==> src/rtl/fifo_serial_tx_pkg.sv <==
// Shared definitions for the FIFO-side serial transmitter: state encodings,
// data width and timer width.
package fifo_serial_tx_pkg;

  typedef enum logic [1:0] {
    IDLE  = 2'd0,
    START = 2'd1,
    DATA  = 2'd2,
    STOP  = 2'd3
  } tx_state_e;

  localparam int unsigned DATA_BITS = 8;
  localparam int unsigned BIT_IDX_W = 3;
  localparam int unsigned TIMER_W   = 8;

  localparam logic [BIT_IDX_W-1:0] LAST_BIT = BIT_IDX_W'(DATA_BITS - 1);

endpackage

==> src/rtl/fifo_serial_tx_bit_timer.sv <==
// Bit-time counter: counts 0..CLKS_PER_BIT-1 and wraps, TICK marks the last
// cycle of each bit period. CLR holds/forces the count to zero.
module bit_timer
  import fifo_serial_tx_pkg::*;
#(
  parameter int unsigned CLKS_PER_BIT = 16
) (
  input  logic CLK,
  input  logic RESET,
  input  logic CLR,
  output logic TICK
);

  localparam logic [TIMER_W-1:0] LAST_CNT = TIMER_W'(CLKS_PER_BIT - 1);

  logic [TIMER_W-1:0] cnt_q;
  logic [TIMER_W-1:0] cnt_d;

  assign TICK = (cnt_q == LAST_CNT);

  // Next count: wrap after the last cycle of a bit, or clear on request.
  always_comb begin
    cnt_d = cnt_q + TIMER_W'(1);
    if (CLR || TICK) begin
      cnt_d = '0;
    end
  end

  // Count register with asynchronous clear.
  always_ff @(posedge CLK or posedge RESET) begin
    if (RESET) begin
      cnt_q <= '0;
    end else begin
      cnt_q <= cnt_d;
    end
  end

endmodule

==> src/rtl/fifo_serial_tx.sv <==
// 8N1 serial transmitter fed directly from a 16x8 FIFO. One word is read per
// frame; frames run back to back with a single IDLE cycle while data remains.
module fifo_serial_tx
  import fifo_serial_tx_pkg::*;
#(
  parameter int unsigned CLKS_PER_BIT = 16
) (
  input  logic                 CLK,
  input  logic                 RESET,
  input  logic                 EN,
  input  logic [DATA_BITS-1:0] FIFO_DOUT,
  input  logic                 FIFO_EF,
  output logic                 FIFO_RE,
  output logic                 TXD,
  output logic                 BUSY,
  output logic                 FRAME_DONE
);

  tx_state_e              state_q;
  logic [DATA_BITS-1:0]   shreg_q;
  logic [BIT_IDX_W-1:0]   bit_idx_q;
  logic                   txd_q;
  logic                   busy_q;
  logic                   tick;
  logic                   tmr_clr;

  // The read strobe has to be combinational so the FIFO advances on the same
  // edge that captures its head word; RESET gates it while the FSM is held.
  assign FIFO_RE    = (state_q == IDLE) && EN && !FIFO_EF && !RESET;
  assign FRAME_DONE = (state_q == STOP) && tick;
  assign TXD        = txd_q;
  assign BUSY       = busy_q;

  // Holding the timer cleared through IDLE makes START begin at count 0;
  // every other state exit happens on TICK, where the counter wraps to 0.
  assign tmr_clr = (state_q == IDLE);

  bit_timer #(
    .CLKS_PER_BIT(CLKS_PER_BIT)
  ) u_bit_timer (
    .CLK  (CLK),
    .RESET(RESET),
    .CLR  (tmr_clr),
    .TICK (tick)
  );

  // Frame sequencer: TXD is loaded one edge ahead so the line is registered.
  always_ff @(posedge CLK or posedge RESET) begin
    if (RESET) begin
      state_q   <= IDLE;
      shreg_q   <= '0;
      bit_idx_q <= '0;
      txd_q     <= 1'b1;
      busy_q    <= 1'b0;
    end else begin
      case (state_q)
        IDLE: begin
          if (FIFO_RE) begin
            shreg_q   <= FIFO_DOUT;
            bit_idx_q <= '0;
            txd_q     <= 1'b0;
            busy_q    <= 1'b1;
            state_q   <= START;
          end
        end
        START: begin
          if (tick) begin
            txd_q   <= shreg_q[0];
            state_q <= DATA;
          end
        end
        DATA: begin
          if (tick) begin
            if (bit_idx_q == LAST_BIT) begin
              txd_q   <= 1'b1;
              state_q <= STOP;
            end else begin
              bit_idx_q <= bit_idx_q + BIT_IDX_W'(1);
              shreg_q   <= shreg_q >> 1;
              txd_q     <= shreg_q[1];
            end
          end
        end
        STOP: begin
          if (tick) begin
            busy_q  <= 1'b0;
            state_q <= IDLE;
          end
        end
        default: begin
          state_q <= IDLE;
        end
      endcase
    end
  end

endmodule
==> config.mk <==
export PLATFORM = sky130hd
export DESIGN_NAME = fifo_serial_tx
export DESIGN_NICKNAME = d
export VERILOG_FILES = /design/src/rtl/fifo_serial_tx_pkg.sv /design/src/rtl/fifo_serial_tx_bit_timer.sv /design/src/rtl/fifo_serial_tx.sv
export SDC_FILE = /design/constraint.sdc
export NUM_CORES = 1
export LEC_CHECK = 0
export BUFFER_PORTS_ARGS = -buffer_cell sky130_fd_sc_hd__buf_2
export CORE_MARGIN = 8
export CORE_UTILIZATION = 51
export DETAILED_ROUTE_END_ITERATION = 8
export GPL_TIMING_DRIVEN = 0
export PLACE_DENSITY = 0.76
export SETUP_SLACK_MARGIN = 0.3
export SYNTH_ARGS = -nofsm -noshare
export SYNTH_HDL_FRONTEND = slang
export SYNTH_SLANG_ARGS = --single-unit
==> constraint.sdc <==
create_clock -name CLK -period 2.8 [get_ports CLK]
set_input_delay 0.14 -clock CLK [delete_from_list [all_inputs] [get_ports CLK]]
set_output_delay 0.14 -clock CLK [all_outputs]
set_load 0.005 [all_outputs]
=== Word-level counts from Yosys, hierarchy flattened ===
Cells that the tools add are included.

* Equality and inequality tests: 11
* Reductions and logical operators: 15
* Muxes and demuxes: 23
* Add/sub/neg operators: 2

{| class="wikitable"
|+ Operator list
! kind !! number
|-
| $mux W8 || 4
|-
| $pmux W8 S2 || 1
|-
| $ne A2 B2 Y1 const B || 6
|-
| $mux W2 || 5
|-
| $mux W3 || 3
|-
| $add A8 B1 Y8 const B || 1
|-
| $eq A8 B4 Y1 const B || 1
|-
| $pmux W2 S4 || 1
|-
| $reduce_and A4 Y1 || 2
|-
| $mux W1 || 6
|-
| $pmux W3 S2 || 1
|-
| $reduce_and A5 Y1 || 1
|-
| $eq A2 B2 Y1 const B || 2
|-
| $logic_and A1 B1 Y1 || 4
|-
| $reduce_bool A2 Y1 || 2
|-
| $add A3 B1 Y3 const B || 1
|-
| $eq A3 B3 Y1 const B || 1
|-
| $pmux W1 S3 || 1
|-
| $reduce_and A3 Y1 || 1
|-
| $reduce_bool A3 Y1 || 1
|-
| $eq A2 B1 Y1 const B || 1
|-
| $logic_not A1 Y1 || 2
|-
| $logic_not A2 Y1 || 1
|-
| $pmux W1 S2 || 1
|-
| $logic_or A1 B1 Y1 || 1
|}

* Word-level logic and storage cells: 57
* Input port bits: 12
* Flip-flop bits (word level): 23

=== Logic depth before layout (Yosys ltp) ===
* Depth in word-level cells: 6
* Gate-level depth with buffers: 7

=== Hierarchy ===
Synthesis repeated with hierarchy kept, for this count alone.

* Cells, all modules: 110
* Area, all modules: 1266.2 um^2

{| class="wikitable"
|+ By module, submodules not included
! module !! area an instance (um^2) !! cells an instance !! times used !! sequential area each (um^2)
|-
| fifo_serial_tx || 884.6 || 72 || 1 || 376.6
|-
| bit_timer || 381.6 || 38 || 1 || 200.2
|}

=== Least setup slack after synthesis ===
OpenSTA, ideal clock, no wires.

* Path type: register -> register
* Start: reg state_q[0]
* End: reg shreg_q[0]
* Arrival time: 1.786 ns
* Period minus slack after synthesis: 1.911 ns
* Cell stages (with the launch flop): 8
* Setup slack: 0.889 ns
* Path buffers: 1
* Cells stage by stage: dfrtp_1 > inv_1 > ha_1 > clkbuf_1 > nor2_1 > a211oi_4 > o21ai_4 > mux2_4

* Cells in the longest elaborated chain, start to end: 6
* Elaborated cells on any way between the ends: 11

{| class="wikitable"
|+ Ends and longest elaborated chain
! item !! line !! source
|-
| start, declared || fifo_serial_tx.sv:19 || <nowiki>tx_state_e state_q;</nowiki>
|-
| start signal, assigned || fifo_serial_tx.sv:50 || <nowiki>state_q <= IDLE;</nowiki>
|-
| start signal, assigned || fifo_serial_tx.sv:63 || <nowiki>state_q <= START;</nowiki>
|-
| start signal, assigned || fifo_serial_tx.sv:69 || <nowiki>state_q <= DATA;</nowiki>
|-
| $logic_not A2 Y1 || fifo_serial_tx.sv:29, fifo_serial_tx.sv:56 ||
|-
| $logic_and A1 B1 Y1 (3 in a row) || fifo_serial_tx.sv:29 || <nowiki>assign FIFO_RE = (state_q == IDLE) && EN && !FIFO_EF && !RESET;</nowiki>
|-
| $ne A2 B2 Y1 (no source line) || -- ||
|-
| $reduce_and A4 Y1 (no source line) || -- ||
|-
| end signal, assigned || fifo_serial_tx.sv:79 || <nowiki>shreg_q <= shreg_q >> 1;</nowiki>
|-
| end, declared || fifo_serial_tx.sv:20 || <nowiki>logic [DATA_BITS-1:0] shreg_q;</nowiki>
|}

Parallel ways exist; a longest one is shown, timed or not.
A chain may end at the register's enable or synchronous reset.

=== Worst setup path in the final report ===
* Start: reg state_q[0]
* End: reg shreg_q[4]

The elaborated chain is that of the path after synthesis.

==> flow_metrics.tcl <==
set metrics [dict create \
    outcome "complete, but fails checks" \
    violations "negative hold slack" \
    synth.avg_cell_area_um2 11.9 \
    grt_max_degree 24 \
    netSwitchingPower_mw 0.110 \
    critPathKind "flip-flop to flip-flop" \
    min_period_ns 2.23 \
    start_util_pct 53.3 \
    synth_compound_area_share_pct 9.56 \
    relSlewSlack_pct 41.9 \
    setup_slack_ns 0.574 \
    finalMaxSlewViolations 0 \
    drive_above_1_share_pct 31.3 \
    synthXorXnorAreaFrac_pct 3.38 \
    grt_first_pass_wirelength_um 4270 \
    cts_made_buffers 3 \
    synth_seq_cells 23 \
    drc 0 \
    cap_violations 0 \
    first_iter_violations 24 \
    layout_common_cells "22 x dfrtp_1, 15 x buf_2, 12 x nor2_1, 8 x mux2_4, 8 x mux2_2" \
    timing.rr.start "state_q[0]$_DFFE_PP0P_" \
    ys_warn_count 0 \
    grt-ovfl-total 0 \
    synth_largest_area_cell "dfrtp_1" \
    setup_violations 0 \
    areaGrowthSynthToFinish_pct 10.7 \
    p_int_mw 0.394 \
    hold_buffers 0 \
    rows 18 \
    placed_cells 154 \
    cts_root_buf "clkbuf_4" \
    grt_pass1_vias 930 \
    finClkSkew_ns 0.00571 \
    clock_latency_ns 0.31 \
    startpoint_type "flip-flop" \
    synth-simple-area-share_pct 15.6 \
    cts_resized 0 \
    die_y_um 66.4 \
    vias 848 \
    cp-end-kind "flip-flop" \
    dpl.hpwl_um 1790 \
    port_buffers 15 \
    yosysSeqAreaShare_pct 44.5 \
    power.share.sequential_pct 65.9 \
    worst_pin_slew_ns 0.870 \
    power.share.clock_pct 31.0 \
    layout.cells.non_filler 158 \
    finalWeightedCongestion 0.766 \
    wl_per_cell_um 15.0 \
    syn_inst 109 \
    dr.pass1.iters 4 \
    critPathArrivalTime_ns 2.43 \
    power.density_mw_per_mm2 351 \
    cts_setup_buffers 0 \
    reg2reg_slack_ns 0.57 \
    cts.sinks 23 \
    clockBufferDepth 2 \
    via_per_inst 5.37 \
    synthTopCellsByArea "dfrtp_1 42%, mux2_4 9.3%, mux2_2 6.9%" \
    reg2regPathDepth 7 \
    critical_path_required_ns 3.01 \
    synth_top_family_by_area "multiplexers" \
    finalNetCount 148 \
    dp_worst_setup_slack_ns 0.582 \
    rsz0062_at_grt "false" \
    p_leak_nw 0.747 \
    final_common_cell "dfrtp_1" \
    synth_fp_nets 128 \
    ios 16 \
    ant_nets 0 \
    final_util_pct 59.0 \
    h-tree-depth 1 \
    clock.fmax_mhz 449 \
    netlist.area_leader.share_pct 42.5 \
    syn_area_mm2 0.00130 \
    swShare_pct 21.8 \
    track_usage_pct 12.1 \
    hold_ws_ns -0.00102 \
    tns_ns 0 \
    ir_worst_vdd_mv 0.261 \
    post-route-period-util_pct 79.5 \
    holdCritPathClass "input port to asynchronous set/reset pin" \
    antenna_cells 0 \
    cts_tree "done" \
    cp_max_fo 10 \
    r2r-end "shreg_q[4]$_DFFE_PP0P_" \
    die_area_mm2 0.00441 \
    hold_viol_final 6 \
    core_mm2 0.00243 \
    synth.area.mux_share_pct 17.9 \
    clkTransAtPathRegs_ns 0.13 \
    dieWidth_um 66.4 \
    wirelength_um 2380 \
    synthAdderAreaFrac_pct 6.76 \
    synthDistinctLibCells 35 \
    antenna_found_initial 0 \
    combPwrFrac_pct 3.1 \
]
-- critical path: stages (launching register included) --
cell and delay, ns:
dfrtp_1 0.43, inv_1 0.12, ha_1 0.15, clkbuf_1 0.34, nor2_1 0.17, a211oi_4 0.35
o21ai_4 0.21, mux2_4 0.34
-- synth_stat cells --
master	number
a211oi_1	1
a211oi_4	1
a21boi_0	2
a21o_1	2
a21oi_1	1
a221o_1	1
a311o_1	1
a41o_1	1
and2_1	3
and3_1	3
and4_1	2
and4b_1	1
clkbuf_1	3
dfrtp_1	22
dfstp_2	1
ha_1	7
inv_1	5
mux2_1	1
mux2_2	8
mux2_4	8
mux2i_1	1
nand2_1	1
nand2b_1	1
nand3_1	4
nor2_1	12
nor2b_1	2
nor3_1	1
nor4_4	1
o21ai_0	3
o21ai_4	1
or2_2	1
or3_1	1
or3b_4	1
xnor2_1	2
xor2_1	3
-- through the flow --
stage | power [mW] | cell area [um2]
CTS | 0.503 | 1440
global route | 0.523 | 1440
floorplan | 0.345 | 1300
detailed placement | 0.355 | 1410
finish | 0.504 | 1440
global placement | 0.354 | 1410
-- how the worst max path moves through the flow --
stage | start | end | slack [ns]
2_1_floorplan | state_q[0]$_DFFE_PP0P_ | shreg_q[0]$_DFFE_PP0P_ | 0.89
3_3_place_gp | state_q[0]$_DFFE_PP0P_ | shreg_q[1]$_DFFE_PP0P_ | 0.66
3_5_place_dp | state_q[0]$_DFFE_PP0P_ | shreg_q[5]$_DFFE_PP0P_ | 0.58
4_1_cts | state_q[0]$_DFFE_PP0P_ | shreg_q[4]$_DFFE_PP0P_ | 0.56
5_1_grt | state_q[0]$_DFFE_PP0P_ | shreg_q[2]$_DFFE_PP0P_ | 0.39
6_report | state_q[0]$_DFFE_PP0P_ | shreg_q[4]$_DFFE_PP0P_ | 0.57
-- power groups by stage --
stage | logic (mW) | registers [mW] | clock network (mW)
2_1_floorplan | 0.00681 | 0.338 | 0
3_3_place_gp | 0.0155 | 0.338 | 0
3_5_place_dp | 0.0161 | 0.338 | 0
4_1_cts | 0.0161 | 0.332 | 0.155
5_1_grt | 0.0178 | 0.332 | 0.173
6_report | 0.0156 | 0.332 | 0.156
-- sequential cells by signal, indices dropped and copies added (netlist names) --
register / count
BUSY: 1
TXD: 1
bit_idx_q: 3
shreg_q: 8
state_q: 2
u_bit_timer.cnt_q: 8
-- final cells by class --
cell class / instances / area (um2)
clock buffers: 4 / 26.3
fillers: 220 / 997
well taps: 30 / 37.5
plain buffers: 3 / 11.3
inverters: 5 / 18.8
multi-input cells: 78 / 689
flip-flops and latches: 23 / 577
repair buffers: 15 / 75.1
-- cell families after synthesis --
family	Yosys count
compound gates	14
xor+xnor	5
fa+ha+maj	7
buf+inv	8
flops	23
mux	18
simple gates	34
-- routing by layer --
layer  routed length [um]  GRT usage, %  vias up
met4                   23          3.20        0
li1                     -             -      424
met3                  105          2.88        5
met5                    0             0        -
met2                 1080          19.4       17
met1                 1170          15.7      402
Note: power is estimated with default switching activity, not from simulation.
